<file path="src/rtl/cpu_bus_pkg.sv">
// Shared types and constants for the CPU-to-Wishbone bridge: FSM states, request length
// encodings, error fill word and beat address generation.
package cpu_bus_pkg;

    typedef enum logic [1:0] {StIdle, StRdBeat, StWrBeat, StGap} state_e;

    localparam logic [2:0]  LenOne        = 3'd1;
    localparam logic [2:0]  LenFour       = 3'd4;
    localparam logic [31:0] ErrFill       = 32'hFFFF_FFFF;
    localparam int unsigned TmoCycDefault = 255;

    // Word address of beat n; wrapped bursts stay inside the 16-byte line.
    function automatic logic [29:0] beat_addr(input logic [31:0] addr, input logic [1:0] n,
                                              input logic burst, input logic wrap);
        logic [29:0] a;
        if (!burst) begin
            a = addr[31:2];
        end else if (wrap) begin
            a = {addr[31:4], addr[3:2] + n};
        end else begin
            a = addr[31:2] + {28'd0, n};
        end
        return a;
    endfunction

endpackage

</file>
<file path="src/rtl/bridge_fifo.sv">
// First-word fall-through FIFO with full/empty flags. A push while full is dropped unless a
// pop happens in the same cycle, in which case occupancy stays constant.
module bridge_fifo #(
    parameter int unsigned Width = 32,
    parameter int unsigned Depth = 4
) (
    input  logic             clk_i,
    input  logic             rst_ni,
    input  logic             push,
    input  logic [Width-1:0] push_data,
    input  logic             pop,
    output logic [Width-1:0] head,
    output logic             full,
    output logic             empty
);

    localparam int unsigned AW = $clog2(Depth);
    localparam logic [AW:0] FullCount = Depth[AW:0];

    logic [Width-1:0] mem_q [Depth];
    logic [AW-1:0]    wr_ptr_q, rd_ptr_q;
    logic [AW:0]      count_q;
    logic             do_push, do_pop;

    assign empty   = (count_q == '0);
    assign full    = (count_q == FullCount);
    assign do_pop  = pop & ~empty;
    assign do_push = push & (~full | do_pop);
    assign head    = mem_q[rd_ptr_q];

    always_ff @(posedge clk_i or negedge rst_ni) begin
        if (!rst_ni) begin
            wr_ptr_q <= '0;
            rd_ptr_q <= '0;
            count_q  <= '0;
        end else begin
            if (do_push) wr_ptr_q <= wr_ptr_q + AW'(1);
            if (do_pop)  rd_ptr_q <= rd_ptr_q + AW'(1);
            count_q <= count_q + {{AW{1'b0}}, do_push} - {{AW{1'b0}}, do_pop};
        end
    end

    always_ff @(posedge clk_i) begin
        if (do_push) mem_q[wr_ptr_q] <= push_data;
    end

endmodule

</file>
<file path="src/rtl/cpu_wb_bridge.sv">
// CPU request port to Wishbone classic master with read/write data buffers and sticky error.
// Define CPU_WB_BRIDGE_TIMEOUT_EN to abort beats that see no ack/err within TMO_CYC cycles.
module cpu_wb_bridge
    import cpu_bus_pkg::*;
#(
    parameter int unsigned RD_DEPTH = 4,
    parameter int unsigned WR_DEPTH = 4,
    parameter int unsigned TMO_CYC  = TmoCycDefault
) (
    input  logic        clk_i,
    input  logic        rst_ni,
    input  logic        req_valid,
    output logic        req_ready,
    input  logic [2:0]  req_len,
    input  logic [3:0]  req_mask,
    input  logic [31:0] req_addr,
    input  logic        req_we,
    input  logic        req_wrap,
    input  logic        write_valid,
    input  logic [31:0] write_data,
    output logic        read_valid,
    output logic [31:0] read_data,
    input  logic        read_ack,
    output logic        wb_cyc_o,
    output logic        wb_stb_o,
    output logic        wb_we_o,
    output logic [29:0] wb_adr_o,
    output logic [3:0]  wb_sel_o,
    output logic [31:0] wb_dat_o,
    input  logic [31:0] wb_dat_i,
    input  logic        wb_ack_i,
    input  logic        wb_err_i,
    output logic        err_o
);

    state_e      state_q, state_d;
    logic [2:0]  len_q;
    logic [3:0]  mask_q;
    logic [31:0] addr_q;
    logic        we_q, wrap_q, err_q;
    logic [1:0]  beat_q;

    logic        rd_push, rd_full, rd_empty;
    logic [31:0] rd_push_data;
    logic        wr_pop, wr_full, wr_empty, wr_overflow;
    logic [31:0] wr_head;
    logic        accept, last_beat, beat_done, beat_err, tmo_hit;

    assign req_ready = (state_q == StIdle) & rd_empty & wr_empty;
    assign accept    = req_valid & req_ready;
    assign last_beat = ({1'b0, beat_q} == len_q - 3'd1);
    assign beat_done = wb_stb_o & (wb_ack_i | wb_err_i | tmo_hit);
    assign beat_err  = wb_err_i | tmo_hit;

`ifdef CPU_WB_BRIDGE_TIMEOUT_EN
    localparam int unsigned TmoW = $clog2(TMO_CYC + 1);
    logic [TmoW-1:0] tmo_cnt_q;

    // Counts stalled strobe cycles; the abort fires on the TMO_CYC-th one.
    assign tmo_hit = wb_stb_o & (tmo_cnt_q == TmoW'(TMO_CYC - 1));

    always_ff @(posedge clk_i or negedge rst_ni) begin
        if (!rst_ni) begin
            tmo_cnt_q <= '0;
        end else if (!wb_stb_o || beat_done) begin
            tmo_cnt_q <= '0;
        end else begin
            tmo_cnt_q <= tmo_cnt_q + TmoW'(1);
        end
    end
`else
    // Beats wait forever; TMO_CYC is still referenced so both builds share one interface.
    assign tmo_hit = 1'b0 & (TMO_CYC != 0);
`endif

    always_ff @(posedge clk_i or negedge rst_ni) begin
        if (!rst_ni) state_q <= StIdle;
        else         state_q <= state_d;
    end

    always_comb begin
        state_d = state_q;
        unique case (state_q)
            StIdle:             if (accept) state_d = req_we ? StWrBeat : StRdBeat;
            StRdBeat, StWrBeat: if (beat_done) state_d = last_beat ? StIdle : StGap;
            StGap:              state_d = we_q ? StWrBeat : StRdBeat;
            default:            state_d = StIdle;
        endcase
    end

    always_comb begin
        wb_stb_o = 1'b0;
        wb_cyc_o = 1'b0;
        unique case (state_q)
            StRdBeat: begin
                wb_stb_o = 1'b1;
                wb_cyc_o = 1'b1;
            end
            StWrBeat: begin
                wb_stb_o = ~wr_empty;
                wb_cyc_o = ~wr_empty | (beat_q != 2'd0);
            end
            StGap:    wb_cyc_o = 1'b1;
            default:  ;
        endcase
    end

    always_ff @(posedge clk_i or negedge rst_ni) begin
        if (!rst_ni) begin
            len_q  <= LenOne;
            mask_q <= '0;
            addr_q <= '0;
            we_q   <= 1'b0;
            wrap_q <= 1'b0;
            beat_q <= '0;
            err_q  <= 1'b0;
        end else begin
            if (accept) begin
                len_q  <= (req_len == LenFour) ? LenFour : LenOne;
                mask_q <= req_mask;
                addr_q <= req_addr;
                we_q   <= req_we;
                wrap_q <= req_wrap;
                beat_q <= '0;
            end else if (beat_done) begin
                beat_q <= beat_q + 2'd1;
            end
            if ((rd_push & rd_full) | wr_overflow | (beat_done & beat_err)) err_q <= 1'b1;
        end
    end

    assign rd_push      = (state_q == StRdBeat) & beat_done;
    assign rd_push_data = beat_err ? ErrFill : wb_dat_i;
    assign wr_pop       = (state_q == StWrBeat) & beat_done;
    assign wr_overflow  = write_valid & wr_full & ~wr_pop;

    assign wb_we_o    = we_q;
    assign wb_sel_o   = mask_q;
    assign wb_adr_o   = beat_addr(addr_q, beat_q, len_q == LenFour, wrap_q);
    assign wb_dat_o   = wr_empty ? '0 : wr_head;
    assign err_o      = err_q;
    assign read_valid = ~rd_empty;

    bridge_fifo #(
        .Width(32),
        .Depth(RD_DEPTH)
    ) u_rd_fifo (
        .clk_i    (clk_i),
        .rst_ni   (rst_ni),
        .push     (rd_push),
        .push_data(rd_push_data),
        .pop      (read_ack),
        .head     (read_data),
        .full     (rd_full),
        .empty    (rd_empty)
    );

    bridge_fifo #(
        .Width(32),
        .Depth(WR_DEPTH)
    ) u_wr_fifo (
        .clk_i    (clk_i),
        .rst_ni   (rst_ni),
        .push     (write_valid),
        .push_data(write_data),
        .pop      (wr_pop),
        .head     (wr_head),
        .full     (wr_full),
        .empty    (wr_empty)
    );

endmodule

</file>
<file path="config.mk">
export PLATFORM = sky130hd
export DESIGN_NAME = cpu_wb_bridge
export DESIGN_NICKNAME = d
export VERILOG_FILES = /design/src/rtl/cpu_bus_pkg.sv /design/src/rtl/bridge_fifo.sv /design/src/rtl/cpu_wb_bridge.sv
export SDC_FILE = /design/constraint.sdc
export NUM_CORES = 1
export LEC_CHECK = 0
export ABC_AREA = 1
export CORE_MARGIN = 3
export CORE_UTILIZATION = 45
export CTS_CLUSTER_DIAMETER = 40
export CTS_CLUSTER_SIZE = 30
export DETAILED_ROUTE_END_ITERATION = 10
export PLACE_DENSITY = 0.69
export SLEW_MARGIN = 30
export SYNTH_ARGS = -nofsm -noshare
export SYNTH_HDL_FRONTEND = slang
export SYNTH_SLANG_ARGS = --single-unit
</file>
<file path="constraint.sdc">
create_clock -name clk_i -period 6.7 [get_ports clk_i]
set_clock_uncertainty 0.05 [all_clocks]
set_input_delay 1.34 -clock clk_i [delete_from_list [all_inputs] [get_ports clk_i]]
set_output_delay 1.34 -clock clk_i [all_outputs]
set_load 0.005 [all_outputs]
</file>
==> results of run 1 <==
[sequential cells by signal, summed over array words and instances (netlist names)]
name and cells:
u_wr_fifo.count_q 3, u_wr_fifo.rd_ptr_q 2, err_o 1, addr_q 30, wb_we_o 1, u_rd_fifo.rd_ptr_q 2
len_q 2, u_rd_fifo.wr_ptr_q 2, u_wr_fifo.mem_q 128, state_q 2, wb_sel_o 4, beat_q 2
wrap_q 1, u_rd_fifo.mem_q 128, u_wr_fifo.wr_ptr_q 2, u_rd_fifo.count_q 3
[synth_stat cells, types with 2 or more instances]
| master | count |
|---|---|
| edfxtp_1 | 256 |
| nor2_1 | 226 |
| nand2_1 | 154 |
| o21ai_0 | 148 |
| inv_1 | 75 |
| dfrtp_1 | 56 |
| a21oi_1 | 38 |
| clkbuf_1 | 36 |
| or2_2 | 33 |
| o22ai_1 | 32 |
| nand3_1 | 21 |
| ha_1 | 20 |
| xor2_1 | 16 |
| buf_2 | 13 |
| xnor2_1 | 12 |
| nand4_1 | 10 |
| nor3_1 | 8 |
| nand3_2 | 4 |
| buf_1 | 3 |
| fa_1 | 3 |
| inv_2 | 3 |
| nor2_4 | 3 |
| buf_6 | 2 |
| nand2_2 | 2 |
| nand3b_1 | 2 |
| nor2_2 | 2 |
[routing by layer]
metal	wire [um]	vias to the layer above	track usage [%]
li1	-	4524	-
met1	13290	4405	25.38
met2	14690	239	31.55
met3	1834	47	3.895
met4	582	0	5.584
met5	0	-	0
[worst max-delay path, cell delays in order (launching register included)]
cell,delay (ps)
dfrtp_2,330
buf_4,570
clkinv_2,870
o21ai_0,480
a21oi_1,140
clkdlybuf4s50_1,470
[area by class of cell]
type	instances	area share [%]
diodes	1	0.01436
clock inverters	27	1.795
inverters	78	1.687
flip-flops and latches	313	52.31
multi-input cells	742	21.64
clock buffers	49	6.353
well taps	384	2.757
repair buffers	231	13.44
[cells in the final DEF, fill, tap and decap left out, types with 2 or more instances in the layout]
cell	Yosys	final
edfxtp_1	256	256
nor2_1	226	218
clkdlybuf4s50_1	0	212
nand2_1	154	154
o21ai_0	148	148
inv_1	75	73
dfrtp_1	56	54
clkbuf_16	0	42
a21oi_1	38	38
or2_2	33	33
o22ai_1	32	32
nand3_1	21	21
ha_1	20	20
xor2_1	16	16
buf_4	1	14
xnor2_1	12	12
nand4_1	10	10
clkinv_2	0	10
nor3_1	8	8
nor2_4	3	7
nor2_2	2	6
inv_6	0	5
bufinv_16	0	5
nand3_2	4	4
clkbuf_1	36	4
buf_16	0	4
inv_2	3	3
fa_1	3	3
clkinvlp_4	0	3
clkbuf_8	0	3
nand2_2	2	2
nand3b_1	2	2
clkinv_1	0	2
inv_8	0	2
dfrtp_2	0	2
[kinds of logic after synthesis]
| kind of cell | after synthesis |
|---|---|
| DFF | 313 |
| adders and majority gates | 23 |
| and+or+nand+nor | 469 |
| buffers and inverters | 133 |
| xor gates and xnor gates | 28 |
| AOI/OAI and AO/OA | 222 |
[power by group]
part           internal [mW]  switching (mW)  leakage [nW]
sequential              2.48           0.185          2.99
combinational           1.25            1.42          2.85
clock                   1.39           0.830         0.698
[metrics by stage]
step,power (mW),utilization (%),worst slack (ps)
after global routing,8.048,60.07,1594
after global placement,5.290,54.79,2305
after CTS,7.643,60.06,2082
final,7.547,60.07,1902
after detailed placement,5.388,55.17,2452
after floorplan,4.024,-,2982
[how the worst max path moves through the flow]
stage / startpoint / slack (ps) / depth (start not counted) / end
after floorplan: wb_ack_i / 2980 / 5 / u_wr_fifo.mem_q[0][0]
after global placement: wb_err_i / 2310 / 7 / u_wr_fifo.mem_q[1][29]
after detailed placement: wb_err_i / 2450 / 8 / u_wr_fifo.mem_q[3][15]
after CTS: u_wr_fifo.rd_ptr_q[0] / 2080 / 5 / wb_dat_o[25]
after global routing: u_wr_fifo.rd_ptr_q[0] / 1590 / 5 / wb_dat_o[25]
final: u_wr_fifo.rd_ptr_q[0] / 1900 / 5 / wb_dat_o[12]
==> flow_summary.json, run 1 <==
{
  "ctsHoldBuffers": 0,
  "fill_cells": 2342,
  "final_area_um2": 17430,
  "io_buffers": 213,
  "initial_utilization_pct": 46.12,
  "required_ps": 5310,
  "die-area_um2": 31840,
  "grt_pass1_wl_mm": 47.69,
  "worstPathMaxFanout": 66,
  "multiInputGateArea_um2": 3772,
  "ff_latch_area_um2": 9117,
  "tritoncts": "built",
  "ys_seq_area_share_pct": 68.12,
  "synth-compound-area-share_pct": 8.686,
  "final_layout_size_suffix_gt1_share_pct": 10.69,
  "yosysTopAreaCell": "edfxtp_1",
  "cap_violations": 0,
  "worstPathArrival_ps": 3410,
  "place.gp.congestion": 0.8109,
  "final_max_slew_viol_count": 0,
  "synth.distinct_cells": 36,
  "ir_drop_uv": 274.8,
  "hpwl_mm": 18.36,
  "synthDominantCellAreaShare_pct": 57.45,
  "worstMarginPinSlew_ps": 838.5,
  "core.rowCount": 62,
  "slew_headroom_pct": 44.03,
  "hold-path-endpoint": "len_q[2]",
  "finalCritPeriodShare_pct": 71.61,
  "clock-sinks": 313,
  "synthAdderAreaFrac_pct": 2.319,
  "antenna_found_initial": 0,
  "final_cells": 1825,
  "rsz0062_at_grt": "false",
  "rr_worst_depth": 9,
  "r2r-end": "u_wr_fifo.mem_q[3][15]",
  "synth_warnings": 0,
  "critPathKind": "reg2out",
  "synth_top_family_by_area": "simple AND/OR/NAND/NOR gates",
  "async_flop_share_pct": 18.21,
  "cts_made_buffers": 42,
  "area_growth_pct": 30.25,
  "outcome": "completed",
  "synth_xor_area_share_pct": 1.833,
  "clk_latency_ps": 530,
  "finalSetupTns_ps": 0,
  "ctsHtreeMaxLevel": 2,
  "grt_max_degree": 67,
  "grt-ovfl-total": 0,
  "cts-root-buf": "clkbuf_16",
  "dp.cells": 1748,
  "setup_viol": 0,
  "max_freq_ghz": 0.2084,
  "drt-total-wl_mm": 30.40,
  "post_synth.cell_area_avg_um2": 11.26,
  "leakagePower_nw": 6.535,
  "hold_ws_ps": 432.1,
  "postCtsSetupRepairBufs": 0,
  "postCtsResizedCells": 0,
  "die_w_um": 178.4,
  "start_kind": "register",
  "synth_edf_count": 256,
  "drtPass1Iterations": 5,
  "layout.nets": 1543,
  "clockBufferDepth": 3,
  "hold_viol_final": 0,
  "synth_seq_cells": 313,
  "synthTopCellsByArea": "edfxtp_1 (57%), dfrtp_1 (10%), nor2_1 (6.3%)",
  "hp-class": "reg2reg",
  "period_minus_slack_ps": 4798,
  "end_kind": "output port",
  "holdPathStages": 2,
  "syn-cell-area_um2": 13380,
  "synth-main-ff-cell": "edfxtp_1",
  "synth_nets": 1323,
  "wire_per_inst_um": 16.66,
  "vias_per_cell": 5.049,
  "grt_usage_pct": 19.00,
  "drc": 0,
  "synthCells": 1188,
  "core_area_um2": 29010,
  "reg2reg_setup_slack_ps": 3980,
  "fp.dieH_um": 178.4,
  "grt_pass1_vias": 9187,
  "ios": 216,
  "drt_iter0_drc": 508,
  "num_vias": 9215,
  "r2r_start": "state_q[0]",
  "cts.clk_slew.worst_paths_ps": 50,
  "ant_nets": 0,
  "postPlaceCellArea_um2": 16010,
  "synthMuxAreaShare_pct": 0,
  "hold_start": "len_q[2]",
  "synth-simple-area-share_pct": 15.05,
  "p_per_area_nw_per_um2": 433.0
}
Power figures use the tool's default switching activity.
==> inputs of run 2 (changes only) <==
- PLACE_DENSITY: 0.69 -> 0.72
- clock period: 6.7 -> 4.1 ns (I/O delays scaled with it)
==> run 2 against run 1 <==
Effect of this change:
- flip-flop and latch count unchanged
- utilization about the same
- register-to-register slack worse by 2500 ps
- combinational power up 63%
- hold slack worse by 75 ps
- die area unchanged
- worst setup slack worse by 1600 ps
- non-clock buffer count up 4
- critical path type unchanged
- largest power group is now registers
- sequential power up 64%
==> flow_summary.json, run 2 (same netlist as run 1, synthesis figures left out) <==
{
  "rr_worst_depth": 9,
  "end_kind": "output port",
  "cts.clk_slew.worst_paths_ps": 60,
  "layout_common_cells": "edfxtp_1 (256), nor2_1 (218), clkdlybuf4s50_1 (212)",
  "place.gp.congestion": 0.7955,
  "ctsHtreeMaxLevel": 2,
  "grt_max_degree": 66,
  "wire_per_inst_um": 16.70,
  "worstMarginPinSlew_ps": 849.6,
  "period_minus_slack_ps": 3766,
  "drtPass1Iterations": 5,
  "area_growth_pct": 30.21,
  "grt_usage_pct": 19.05,
  "cap_violations": 0,
  "final_area_um2": 17420,
  "die-area_um2": 31840,
  "hp-class": "in2async",
  "finalCritPeriodShare_pct": 91.85,
  "initial_utilization_pct": 46.12,
  "diodes": 0,
  "num_vias": 9335,
  "reg_top3": "u_rd_fifo.mem_q (128), u_wr_fifo.mem_q (128), addr_q (30)",
  "postCtsResizedCells": 0,
  "fp.dieH_um": 178.4,
  "clockPowerShare_pct": 29.4,
  "grt_pass1_wl_mm": 48.20,
  "drc": 0,
  "grt-ovfl-total": 0,
  "postPlaceCellArea_um2": 15990,
  "drt_iter0_drc": 601,
  "worstPathMaxFanout": 6,
  "postCtsSetupRepairBufs": 0,
  "outcome": "completed",
  "hpwl_mm": 18.54,
  "rsz0062_at_grt": "false",
  "cts_made_buffers": 43,
  "p_int_mw": 8.272,
  "ir_drop_uv": 433.7,
  "combPwrFrac_pct": 35.3,
  "max_freq_ghz": 0.2656,
  "die_w_um": 178.4,
  "clockBufferDepth": 3,
  "final_max_slew_viol_count": 0,
  "critPathKind": "reg2out",
  "seqPwrFrac_pct": 35.3,
  "r2r_start": "state_q[0]",
  "ctsHoldBuffers": 0,
  "start_kind": "register",
  "leakagePower_nw": 6.529,
  "reg2reg_setup_slack_ps": 1490,
  "p_per_area_nw_per_um2": 707.4,
  "ant_nets": 0,
  "r2r-end": "len_q[0]",
  "core.rowCount": 62,
  "slew_headroom_pct": 43.36,
  "grt_pass1_vias": 9499,
  "fill_cells": 2297,
  "setup_viol": 0,
  "cts-root-buf": "clkbuf_16",
  "drt-total-wl_mm": 30.53,
  "required_ps": 3230,
  "vias_per_cell": 5.107,
  "ios": 216,
  "final_common_cell": "edfxtp_1",
  "clock-sinks": 313,
  "clk_latency_ps": 520,
  "final_layout_size_suffix_gt1_share_pct": 11.01,
  "layout.nets": 1548,
  "power_switching_mw": 4.054,
  "io_buffers": 213,
  "hold_viol_final": 0,
  "tritoncts": "built",
  "swShare_pct": 32.89,
  "worstPathArrival_ps": 2900,
  "finalSetupTns_ps": 0,
  "core_area_um2": 29010,
  "antenna_found_initial": 0
}
[run 2: area by class of cell]
type                    count  area [um2]  area share, %
inverters                  78       292.8          1.680
flip-flops and latches    313        9117          52.33
multi-input cells         742        3792          21.77
clock buffers              48        1115          6.398
clock inverters            28       321.6          1.845
repair buffers            235        2305          13.23
well taps                 384       480.5          2.757
[run 2: power by group through the flow]
stage,clock [mW],combinational [mW],sequential [mW]
2_1_floorplan,0,2.23,4.35
3_3_place_gp,0,4.30,4.39
3_5_place_dp,0,4.37,4.41
4_1_cts,3.70,4.41,4.35
5_1_grt,3.84,4.86,4.43
6_report,3.63,4.35,4.35
[run 2: worst max-delay path: stages (launching register included)]
cell             delay, ps
dfrtp_1                380
ha_1                   220
fa_1                   210
inv_1                   50
nor2_1                 220
nand4_4                190
nor3_4                 300
nand2_1                110
xor2_1                 160
clkdlybuf4s50_1        540
[run 2: routing by layer]
metal	part of all wire, %	track usage, %	wire length (um)
met4	2.3	5.487	696
met3	6.4	4.108	1940
met1	43	24.99	13100
met2	48	32.02	14790
met5	0	0	0
[run 2: how the worst max path moves through the flow]
stage	startpoint	endpoint	slack, ps	cells after the start
floorplan	wb_ack_i	u_wr_fifo.mem_q[0][0]	900	5
global placement	wb_err_i	u_wr_fifo.count_q[2]	890	9
detailed placement	wb_err_i	u_wr_fifo.count_q[2]	860	9
CTS	addr_q[2]	wb_adr_o[24]	300	9
global route	addr_q[2]	wb_adr_o[22]	120	9
finish	addr_q[2]	wb_adr_o[22]	330	9
[run 2: through the flow]
stage               utilization (%)  worst slack [ps]  hold slack (ps)  cells  total power, mW
global route                  60.06             118.3            411.8   1828            13.12
CTS                           60.06             303.3            374.9   1828            12.46
floorplan                         -             902.5            403.1   1188            6.576
detailed placement            55.11             857.2            415.2   1752            8.782
finish                        60.06             334.3            357.5   1828            12.33
global placement              55.11             886.0            418.7   1752            8.681
==> inputs of run 3 (changes only) <==
- CAP_MARGIN: default -> 20
==> results of run 3 <==
No change in the layout: final DEF, timing and power equal those of run 2.
